==> config.mk <==
export PLATFORM = sky130hd
export DESIGN_NAME = cache_rd_arbiter
export DESIGN_NICKNAME = d
export VERILOG_FILES = /design/src/rtl/cache_rd_arbiter.sv
export SDC_FILE = /design/constraint.sdc
export NUM_CORES = 1
export LEC_CHECK = 0
export ABC_AREA = 0
export BUFFER_PORTS_ARGS = -buffer_cell sky130_fd_sc_hd__buf_2
export CORE_AREA = 4 4 83 85
export DETAILED_ROUTE_END_ITERATION = 6
export DIE_AREA = 0 0 87 89
export PLACE_DENSITY = 0.65
export SKIP_LAST_GASP = 1
export SYNTH_ARGS = -nofsm -noshare
export SYNTH_HDL_FRONTEND = slang
export SYNTH_SLANG_ARGS = --single-unit
==> constraint.sdc <==
create_clock -name aclk -period 2.2 [get_ports aclk]
set_input_delay 0.22 -clock aclk [delete_from_list [all_inputs] [get_ports aclk]]
set_output_delay 0.22 -clock aclk [all_outputs]
set_load 0.01 [all_outputs]
==> src/rtl/cache_rd_arbiter.sv <==
// rtl/cache_rd_arbiter.sv - ICache/DCache arbiter for the single bridge read port, with a burst watchdog.
// Optional ARB_DCACHE_PRIO_EN: m1 wins every tie (fixed priority); default is round-robin.
module cache_rd_arbiter #(
    parameter int TIMEOUT = 255,
    parameter int TO_W    = 8
) (
    input  logic        aclk,
    input  logic        aresetn,
    input  logic        m0_rd_req,
    input  logic [2:0]  m0_rd_type,
    input  logic [31:0] m0_rd_addr,
    output logic        m0_rd_rdy,
    output logic        m0_ret_valid,
    output logic        m0_ret_last,
    output logic [31:0] m0_ret_data,
    input  logic        m1_rd_req,
    input  logic [2:0]  m1_rd_type,
    input  logic [31:0] m1_rd_addr,
    output logic        m1_rd_rdy,
    output logic        m1_ret_valid,
    output logic        m1_ret_last,
    output logic [31:0] m1_ret_data,
    output logic        s_rd_req,
    output logic [2:0]  s_rd_type,
    output logic [31:0] s_rd_addr,
    input  logic        s_rd_rdy,
    input  logic        s_ret_valid,
    input  logic        s_ret_last,
    input  logic [31:0] s_ret_data,
    output logic        busy,
    output logic        err_timeout
);

    localparam logic [0:0] S_IDLE = 1'b0;
    localparam logic [0:0] S_RESP = 1'b1;
    localparam logic [TO_W-1:0] WD_LIMIT = TO_W'(TIMEOUT - 1);

    logic [0:0]      state_q, state_d;
    logic            owner_q, owner_d;
    logic            rr_last_q, rr_last_d;
    logic [TO_W-1:0] wd_cnt_q, wd_cnt_d;
    logic            err_q, err_d;

    logic win;
    logic req_any;
    logic in_idle;
    logic in_resp;

    always_comb begin
        win = 1'b0;
        if (m0_rd_req && m1_rd_req) begin
`ifdef ARB_DCACHE_PRIO_EN
            win = 1'b1;
`else
            win = ~rr_last_q;
`endif
        end else if (m1_rd_req) begin
            win = 1'b1;
        end
    end

    // Outputs are gated by aresetn so they read 0 for the whole reset window, not just after the edge.
    always_comb begin
        req_any = m0_rd_req | m1_rd_req;
        in_idle = aresetn && (state_q == S_IDLE);
        in_resp = aresetn && (state_q == S_RESP);

        s_rd_req  = in_idle & req_any;
        s_rd_addr = 32'd0;
        s_rd_type = 3'd0;
        if (s_rd_req) begin
            s_rd_addr = win ? m1_rd_addr : m0_rd_addr;
            s_rd_type = win ? m1_rd_type : m0_rd_type;
        end
        m0_rd_rdy = s_rd_req & s_rd_rdy & ~win;
        m1_rd_rdy = s_rd_req & s_rd_rdy &  win;

        m0_ret_valid = in_resp & ~owner_q & s_ret_valid;
        m0_ret_last  = in_resp & ~owner_q & s_ret_last;
        m0_ret_data  = (in_resp && !owner_q) ? s_ret_data : 32'd0;
        m1_ret_valid = in_resp &  owner_q & s_ret_valid;
        m1_ret_last  = in_resp &  owner_q & s_ret_last;
        m1_ret_data  = (in_resp && owner_q) ? s_ret_data : 32'd0;

        busy        = in_resp;
        err_timeout = err_q;
    end

    always_comb begin
        state_d   = state_q;
        owner_d   = owner_q;
        rr_last_d = rr_last_q;
        wd_cnt_d  = wd_cnt_q;
        err_d     = err_q;
        case (state_q)
            S_IDLE: begin
                if (req_any && s_rd_rdy) begin
                    owner_d   = win;
                    rr_last_d = win;
                    wd_cnt_d  = '0;
                    state_d   = S_RESP;
                end
            end
            default: begin
                if (s_ret_valid) begin
                    wd_cnt_d = '0;
                    if (s_ret_last) begin
                        state_d = S_IDLE;
                    end
                end else if (wd_cnt_q == WD_LIMIT) begin
                    err_d    = 1'b1;
                    wd_cnt_d = '0;
                    state_d  = S_IDLE;
                end else begin
                    wd_cnt_d = wd_cnt_q + 1'b1;
                end
            end
        endcase
    end

    always_ff @(posedge aclk or negedge aresetn) begin
        if (!aresetn) begin
            state_q   <= S_IDLE;
            owner_q   <= 1'b0;
            rr_last_q <= 1'b0;
            wd_cnt_q  <= '0;
            err_q     <= 1'b0;
        end else begin
            state_q   <= state_d;
            owner_q   <= owner_d;
            rr_last_q <= rr_last_d;
            wd_cnt_q  <= wd_cnt_d;
            err_q     <= err_d;
        end
    end

endmodule

==> results of run 1 <==
-- synth_stat cells --
| master | count |
|---|---|
| a21o_4 | 1 |
| and2b_1 | 1 |
| o21ai_0 | 6 |
| o21ai_2 | 2 |
| a32o_1 | 1 |
| nor3_1 | 1 |
| ha_1 | 2 |
| and3_1 | 2 |
| o211ai_1 | 1 |
| nor2_1 | 5 |
| buf_2 | 8 |
| inv_1 | 4 |
| or3_1 | 1 |
| o221ai_1 | 1 |
| a31oi_1 | 2 |
| clkbuf_2 | 3 |
| nor2b_1 | 3 |
| a41oi_1 | 1 |
| nand2_1 | 79 |
| and2_1 | 70 |
| a21oi_2 | 1 |
| a221o_1 | 1 |
| a31o_2 | 1 |
| dfrtp_1 | 11 |
| nand3_1 | 3 |
| o31ai_1 | 1 |
| and4_4 | 1 |
| nand4_1 | 1 |
| clkbuf_1 | 6 |
| or2b_1 | 1 |
| nor3b_1 | 1 |
| a21oi_1 | 38 |
| nand2b_1 | 2 |
-- per-stage QoR --
stage,hold WS (ns),cells
after floorplan,-0.0756,262
after global placement,0.0324,546
after detailed placement,0.0348,546
after CTS,0.229,551
after global routing,0.231,551
final,0.228,551
-- layout make-up --
class	count	area [µm²]	share of cell area (%)
well taps	77	96.3	3.43
multi-input cells	230	1220	43.6
clock buffers	4	45.0	1.60
flip-flops and latches	11	275	9.81
inverters	4	15.0	0.535
repair buffers	225	1150	41.0
-- cells in the final DEF (no fill, tap or decap), types with 2 or more instances in the layout --
cell type and n:
a21oi_1 38, a31oi_1 2, and2_1 70, and3_1 2, buf_2 216, buf_4 8
clkbuf_8 3, dfrtp_1 11, ha_1 2, inv_1 4, nand2_1 79, nand2b_1 2
nand3_1 3, nor2_1 5, nor2b_1 3, o21ai_0 6, o21ai_2 2
-- flip-flops by register name, summed over array words and instances (netlist names) --
name and cells:
state_q 1, err_timeout 1, wd_cnt_q 8, rr_last_q 1
-- final timing paths --
path                             startpoint           end  slack [ns]  depth (start not counted)
min in group asynchronous           aresetn     rr_last_q        0.32                          2
max in group asynchronous           aresetn       state_q        1.54                          3
worst max-delay path                aresetn  s_rd_addr[0]        0.17                          7
worst max register to register  wd_cnt_q[0]   wd_cnt_q[3]        0.58                          6
worst min-delay path             s_ret_last       state_q        0.23                          2
worst min register to register  err_timeout   err_timeout        0.49                          1
-- worst max-delay path, cell delays in order --
cell           delay [ns]
dlygate4sd3_1        0.52
buf_2                0.15
nor2b_1              0.21
o21ai_2              0.07
buf_4                0.24
a21oi_1              0.22
buf_2                0.17
-- what timing repair did --
| action | in CTS | in global routing |
|---|---|---|
| resized for setup | 0 | 0 |
| hold endpoints to repair | 11 | 0 |
| hold buffers | 1 | 0 |
-- power by group through the flow --
stage | combinational [mW] | clock (mW) | sequential (mW)
floorplan | 0.414 | 0 | 0.261
global placement | 0.714 | 0 | 0.276
CTS | 0.726 | 0.202 | 0.275
global route | 0.806 | 0.215 | 0.281
finish | 0.713 | 0.197 | 0.275
detailed placement | 0.723 | 0 | 0.278
-- layer usage --
layer	vias up	wire length [µm]	part of all wire (%)
met5	-	0	0
met3	2	653	9.4
met2	105	3670	53
li1	1276	-	-
met4	0	14	0.20
met1	1091	2600	37
-- cell families (layout without fill, tap and decap cells) --
group                      Yosys count  after routing
and+or+nand+nor                    171            171
AOI/OAI and AO/OA                   57             57
buffers and inverters               21            233
DFF                                 11             11
adders and majority gates            2              2
==> impl_metrics.tcl, run 1 <==
set metrics [dict create \
    status "completed" \
    maxSlewViolCount 0 \
    fillers 647 \
    synthAdderAreaFrac_pct 1.57 \
    initialDrtViolationCount 48 \
    p_leak_nw 1.75 \
    crit_path_end_kind "output port" \
    cts_root_buffer "clkbuf_8" \
    cts_buffer_depth 2 \
    synth_cells 262 \
    die_w_um 87 \
    tritoncts "built" \
    tns_ns 0 \
    post-place-ws_ns 0.592 \
    drv_cap 0 \
    layout.nets 586 \
    io_pins 217 \
    ys_seq_elements 11 \
    path_class "primary input to output port" \
    total_power_mw 1.19 \
    yosysSeqAreaShare_pct 17.3 \
    crit_fanout 36 \
    max_freq_mhz 493 \
    yosysUniqueCellTypes 33 \
    p_sw_share_pct 43.0 \
    gp_congestion 0.806 \
    worstHoldPathType "primary input to flip-flop" \
    synth_compound_area_share_pct 21.1 \
    powerDensity_mw_per_mm2 423 \
    tightest_slew_ns 0.424 \
    post_cts_buffers 0 \
    layout_setup_ws_ns 0.171 \
    drc_errors 0 \
    antenna_left 0 \
    netlist_area_mm2 0.00159 \
    final_util_pct 45.2 \
    clockPowerShare_pct 16.7 \
    synth_xor_area_share_pct 0 \
    irDropWorstVdd_mv 0.363 \
    htree_num_levels 1 \
    power_frac_seq_pct 23.2 \
    antenna_found_initial 0 \
    worst_slew_margin_rel_pct 71.7 \
    path_clk_slew_ns 0.05 \
    period_minus_slack_ns 2.03 \
    port-buffer-count 216 \
    wl_per_cell_um 12.6 \
    muxShareOfSynthArea_pct 0 \
    cts_buffers 3 \
    cts.sinks 11 \
    final_cell_area_mm2 0.00281 \
    synth_top_area_cell "and2_1" \
    floorplan.initialDensity_pct 25.7 \
    clock_skew_ns 0.00482 \
    yosys_warnings 0 \
    synthTopCellsByArea "and2_1 28%, nand2_1 19%, dfrtp_1 17%, a21oi_1 12%, buf_2 2.5%" \
    p_int_uw 676 \
    grt_pass1_wl_mm 10.0 \
    first_pass_iters 4 \
    crit_required_ns 1.98 \
    grtUsageMet3_pct 2.49 \
    vias_per_cell 4.49 \
    dp_hpwl_mm 5.85 \
    synth_top_area_share_pct 27.5 \
    rows 29 \
    rsz0062_at_grt "false" \
    coreArea_mm2 0.00620 \
    grt_pass1_vias 2183 \
    grt_busiest_layer "met2" \
    routed_wl_mm 6.94 \
    worstPathArrival_ns 1.81 \
    globalRouteOverflowTotal 0 \
    setup_violations 0 \
    syn_nets 373 \
    vias 2474 \
    die_y_um 89 \
    met2_usage_pct 30.0 \
    postSynthAreaPerCell_um2 6.07 \
    power_frac_comb_pct 60.1 \
    period_share_pct 92.2 \
    p_switching_uw 510 \
    area_growth_pct 76.3 \
    synth_top_family_by_area "simple AND/OR/NAND/NOR gates" \
    grt.total_usage_pct 15.5 \
    die-area_mm2 0.00774 \
    layout-drive-gt1-share_pct 49.2 \
    grt_use_met1_pct 18.2 \
    grt_max_degree 37 \
    start_kind "primary input" \
    antennaDiodeCount 0 \
    placed_cell_area_mm2 0.00275 \
    yosys.area_share.simple_pct 54.2 \
    hold_viol 0 \
    clkLatencyLatePin_ns 0.23 \
]
Note: power is estimated with default switching activity, not from simulation.
==> run 2, diff against run 1 <==
- ABC_AREA: 0 -> 1
- CORE_AREA: 4 4 83 85 -> 2 2 84 86
- DIE_AREA: 0 0 87 89 -> 0 0 86 88
- PLACE_DENSITY: 0.65 -> 0.63
==> run 2 against run 1 <==
  * Via count up 2.3%
  * Sequential power shrank 10%
  * Hold slack gained 0.072 ns
  * Routed wire length shrank 5.1%
  * Utilization fell by 2.1 points
  * Fmax down 1.5%
  * Combinational power grew 2%
  * Flip-flop and latch count is the same
  * Critical path type is now flip-flop to output port
  * Critical endpoint is now s_rd_addr[18]
  * Largest cell class unchanged
  * Highest routed layer is now met3
==> impl_metrics.tcl, run 2 <==
set metrics [dict create \
    synth_top_area_cell "nand2_1" \
    vias_per_cell 4.24 \
    top_register "wd_cnt_q" \
    yosysSeqAreaShare_pct 16.2 \
    synth_top_area_share_pct 20.6 \
    synth_compound_area_share_pct 20.3 \
    vias 2530 \
    crit_required_ns 1.98 \
    clockPowerShare_pct 17.0 \
    initialDrtViolationCount 41 \
    layout_setup_ws_ns 0.141 \
    synthArstFlopShare_pct 100 \
    drc_errors 0 \
    worstPathArrival_ns 1.84 \
    coreArea_mm2 0.00664 \
    crit_fanout 37 \
    syn_nets 419 \
    grt_pass1_wl_mm 9.76 \
    postSynthAreaPerCell_um2 5.51 \
    cts_root_buffer "clkbuf_8" \
    synth_cells 308 \
    port-buffer-count 216 \
    tns_ns 0 \
    die-area_mm2 0.00757 \
    wl_per_cell_um 11.0 \
    tritoncts "built" \
    dp_hpwl_mm 5.44 \
    period_share_pct 93.6 \
    post_cts_buffers 0 \
    path_class "flip-flop to output port" \
    gp_congestion 0.794 \
    crit_path_end_kind "output port" \
    p_switching_uw 552 \
    routed_wl_mm 6.58 \
    p_leak_nw 1.91 \
    max_freq_mhz 486 \
    drv_cap 0 \
    hold_viol 0 \
    die_w_um 86 \
    maxSlewViolCount 0 \
    muxShareOfSynthArea_pct 0 \
    area_growth_pct 68.9 \
    final_common_cell "buf_2" \
    yosys-top-cells-count "93 x nand2_1, 75 x nor2_1, 40 x inv_1" \
    yosysUniqueCellTypes 26 \
    synth_xor_area_share_pct 1.55 \
    layout.nets 629 \
    setup_violations 0 \
    rsz0062_at_grt "true" \
    synthAdderAreaFrac_pct 1.47 \
    grt_pass1_vias 2218 \
    floorplan.initialDensity_pct 25.6 \
    yosysMostFrequentCell "nand2_1" \
    post-place-ws_ns 0.442 \
    clkLatencyLatePin_ns 0.24 \
    yosys.area_share.simple_pct 44.6 \
    irDropWorstVdd_mv 0.258 \
    synth_edf_count 0 \
    cts_buffer_depth 2 \
    worst_slew_margin_rel_pct 73.9 \
    power_frac_comb_pct 61.9 \
    clock_skew_ns 0.00143 \
    path_clk_slew_ns 0.05 \
    worstHoldPathCells 3 \
    p_int_uw 625 \
    netlist_area_mm2 0.00170 \
    antennaDiodeCount 0 \
    rows 30 \
    tightest_slew_ns 0.392 \
    largest_reg_flops 8 \
    die_y_um 88 \
    p_sw_share_pct 46.9 \
    first_pass_iters 4 \
    globalRouteOverflowTotal 0 \
    grt.total_usage_pct 15.3 \
    worstHoldPathType "primary input to flip-flop" \
    synth_top_family_by_area "simple AND/OR/NAND/NOR gates" \
    power_frac_seq_pct 21.0 \
    period_minus_slack_ns 2.06 \
    r2r_slack_ns 0.77 \
    ys_seq_elements 11 \
    cts.sinks 11 \
    start_kind "flip-flop" \
    powerDensity_mw_per_mm2 411 \
    reg2reg_to "rr_last_q" \
    htree_num_levels 1 \
    antenna_left 0 \
    synth_ff_type "dfrtp_1" \
    fillers 733 \
    synthTopCellsByArea "nand2_1 21%, nor2_1 17%, dfrtp_1 16%, a21oi_2 15%, inv_1 8.8%" \
    io_pins 217 \
    r2r-start "rr_last_q" \
    min_to "state_q" \
    layout_common_cells "216 x buf_2, 93 x nand2_1, 75 x nor2_1, 40 x inv_1, 29 x a21oi_2" \
    layout-drive-gt1-share_pct 51.8 \
    antenna_found_initial 0 \
    ff2ff_path_depth 5 \
    grt_max_degree 38 \
    cts_buffers 3 \
    status "completed" \
    hp-start "s_ret_valid" \
    yosys_warnings 0 \
]
run 2: worst max-delay path, cell delays in order, from the launching register on:
cell,delay [ns]
dfrtp_1,0.41
nand2_1,0.12
nand2_4,0.23
inv_4,0.39
nand2_1,0.13
a21oi_2,0.17
buf_2,0.15
run 2: area by class of cell:
| cell class | instances | area (µm²) | area share (%) |
|---|---|---|---|
| multi-input combinational | 237 | 1160 | 40.5 |
| timing repair buffer | 220 | 1110 | 38.8 |
| sequential | 11 | 275 | 9.60 |
| inverter | 45 | 171 | 5.98 |
| tap | 80 | 100 | 3.49 |
| clock buffer | 4 | 45.0 | 1.57 |
run 2: power by group through the flow:
stage	logic (mW)	registers (mW)	clock network, mW
after global routing	0.817	0.251	0.221
after CTS	0.732	0.245	0.211
after detailed placement	0.728	0.248	0
after global placement	0.720	0.247	0
final	0.729	0.247	0.201
after floorplan	0.450	0.245	0
run 2: layer usage:
layer | wire [µm] | part of all wire [%] | GRT usage, % | vias up
li1 | - | - | - | 1343
met1 | 2680 | 41 | 17.4 | 1090
met2 | 3420 | 52 | 30.7 | 97
met3 | 488 | 7.4 | 3.11 | 0
met4 | 0 | 0 | 0.577 | 0
met5 | 0 | 0 | 0 | -
run 2: logic make-up (layout without fill, tap and decap cells):
family	Yosys count	count (layout)
adders and majority gates	2	2
AOI/OAI and AO/OA	45	45
xor gates and xnor gates	3	3
and+or+nand+nor	187	187
buffers and inverters	60	269
DFF	11	11
run 2: through the flow:
stage               power (mW)  std cells  utilization (%)  area [µm²]  hold slack (ns)
CTS                       1.19        597             43.0        2860            0.304
global placement         0.967        592             42.2        2800           0.0612
global route              1.29        597             43.2        2870            0.336
detailed placement       0.976        592             42.2        2800           0.0606
finish                    1.18        597             43.2        2870            0.301
floorplan                0.695        308                -        1700          -0.0756
run 2: worst max-delay path by stage:
| stage | end | from | depth (start not counted) |
|---|---|---|---|
| after CTS | m0_ret_data[29] | aresetn | 7 |
| final | s_rd_addr[18] | rr_last_q | 6 |
| after global placement | s_rd_addr[18] | rr_last_q | 6 |
| after detailed placement | s_rd_addr[18] | rr_last_q | 6 |
| after floorplan | s_rd_addr[10] | rr_last_q | 6 |
| after global routing | s_rd_addr[15] | rr_last_q | 6 |
run 2: timing repair:
action,4_1_cts,5_1_grt
endpoints found under the hold margin,4,0
setup endpoints to repair,0,10
resized for setup,0,2
hold buffers,1,0
==> run 3, diff against run 2 <==
- CTS_CLUSTER_DIAMETER: not set -> 100
- REMOVE_ABC_BUFFERS: not set -> 1
- clock period: 2.2 -> 2.6 ns (I/O delays scaled with it)
==> run 3 against run 2 <==
  * Die area did not move
  * First-iteration DRC count rose by 78%
  * Routed wire length increased by 3.8%
  * Global-route usage is 0.065 points lower
  * Hold slack better by 0.029 ns
  * Largest cell class unchanged
  * Largest power group unchanged
==> impl_metrics.tcl, run 3 (synthesis results as in run 2) <==
set metrics [dict create \
    start_kind "primary input" \
    crit_path_end_kind "output port" \
    cts_buffers 3 \
    rows 30 \
    post-place-ws_ns 0.783 \
    floorplan.initialDensity_pct 25.6 \
    antenna_found_initial 0 \
    grt.total_usage_pct 15.3 \
    crit_required_ns 2.34 \
    vias_per_cell 4.28 \
    tritoncts "built" \
    vias 2549 \
    clock_skew_ns 0.000914 \
    tns_ns 0 \
    wl_per_cell_um 11.5 \
    top_register "wd_cnt_q" \
    path_class "primary input to output port" \
    path_common_cell "buf_2" \
    initialDrtViolationCount 73 \
    antennaDiodeCount 0 \
    layout_common_cells "216 x buf_2, 93 x nand2_1, 75 x nor2_1, 40 x inv_1, 29 x a21oi_2" \
    cp.depth 8 \
    grt_max_degree 38 \
    irDropWorstVdd_mv 0.321 \
    ff2ff_path_depth 5 \
    largest_reg_flops 8 \
    hold_viol 0 \
    die_w_um 86 \
    grt_pass1_wl_mm 9.63 \
    routed_wl_mm 6.84 \
    crit_buf_inv 5 \
    antenna_left 0 \
    regArea_um2 275 \
    period_minus_slack_ns 2.31 \
    hp-start "s_ret_valid" \
    cts_root_buffer "clkbuf_8" \
    r2r-start "rr_last_q" \
    grt_pass1_vias 2073 \
    area_growth_pct 67.4 \
    final_common_cell "buf_2" \
    htree_num_levels 1 \
    layout_setup_ws_ns 0.293 \
    powerDensity_mw_per_mm2 352 \
    first_pass_iters 4 \
    die-area_mm2 0.00757 \
    dp_hpwl_mm 5.45 \
    drv_cap 0 \
    r2r_slack_ns 1.18 \
    io_pins 217 \
    layout.nets 627 \
    maxSlewViolCount 0 \
    period_share_pct 88.7 \
    min_to "state_q" \
    ctsResizeCount 0 \
    crit_fanout 36 \
    worstHoldPathType "primary input to flip-flop" \
    gp_congestion 0.790 \
    max_stage_delay_ns 0.51 \
    die_y_um 88 \
    path_cells "dlygate4sd3_1, buf_2, inv_1, nor2_2, nand2_2, buf_4, a21oi_1, buf_2" \
    worst_slew_margin_rel_pct 57.0 \
    coreArea_mm2 0.00664 \
    status "completed" \
    fillers 712 \
    multi_input_area_mm2 0.00115 \
    drc_errors 0 \
    worstHoldPathCells 3 \
    globalRouteOverflowTotal 0 \
    setup_violations 0 \
    reg2reg_to "rr_last_q" \
    critPathSlowestCell "dlygate4sd3_1" \
    worstPathArrival_ns 2.05 \
    p_leak_nw 1.89 \
    max_freq_mhz 434 \
    port-buffer-count 216 \
    cp_top_family "buffers and inverters" \
    path_clk_slew_ns 0.05 \
    cts_buffer_depth 2 \
    tightest_slew_ns 0.642 \
    clkLatencyLatePin_ns 0.24 \
    rsz0062_at_grt "false" \
    cts.sinks 11 \
    layout-drive-gt1-share_pct 51.7 \
]
## run 3: power breakdown
part	internal (mW)	switching (mW)	total, mW
sequential	0.188	0.0203	0.209
clock	0.108	0.0698	0.178
combinational	0.230	0.384	0.614
total	0.526	0.474	1.00
## run 3: what timing repair did
item                      CTS  global route
hold buffers                1             0
setup buffers               0             0
hold endpoints to repair   11             0
## run 3: worst max path at each step
stage               slack, ns               to      start
global route             0.14  m1_ret_data[12]    aresetn
detailed placement       0.78     s_rd_type[2]  rr_last_q
global placement         0.78     s_rd_type[2]  rr_last_q
CTS                      0.27     s_rd_type[2]    aresetn
floorplan                1.03     s_rd_addr[0]    state_q
finish                   0.29     s_rd_type[2]    aresetn
## run 3: metrics by stage
step                      power [mW]  instance area, µm²  utilization (%)  cells  hold slack (ns)
after floorplan                0.553                1600                -    293          -0.0356
after global placement         0.816                2790             42.0    590            0.153
after detailed placement       0.827                2790             42.0    590            0.159
after CTS                       1.01                2840             42.8    595            0.328
after global routing            1.08                2840             42.8    595            0.369
final                           1.00                2840             42.8    595            0.330
## run 3: per-layer routing
layer	routed length (µm)	vias to the layer above	global-route usage [%]	part of all wire [%]
li1	-	1337	-	-
met1	2750	1112	18.7	40
met2	3610	97	29.2	53
met3	448	3	1.60	6.6
met4	30	0	2.31	0.44
met5	0	-	0	0
## run 3: cell type report
cell class                 count  area share [%]
timing repair buffer         218            38.6
sequential                    11            9.68
inverter                      45            6.03
multi-input combinational    237            40.5
clock buffer                   4            1.58
tap                           80            3.52
## run 3: worst min-delay path, stage by stage
cell      delay, ns
buf_2          0.12
nand3_1        0.07
nand3b_1       0.08
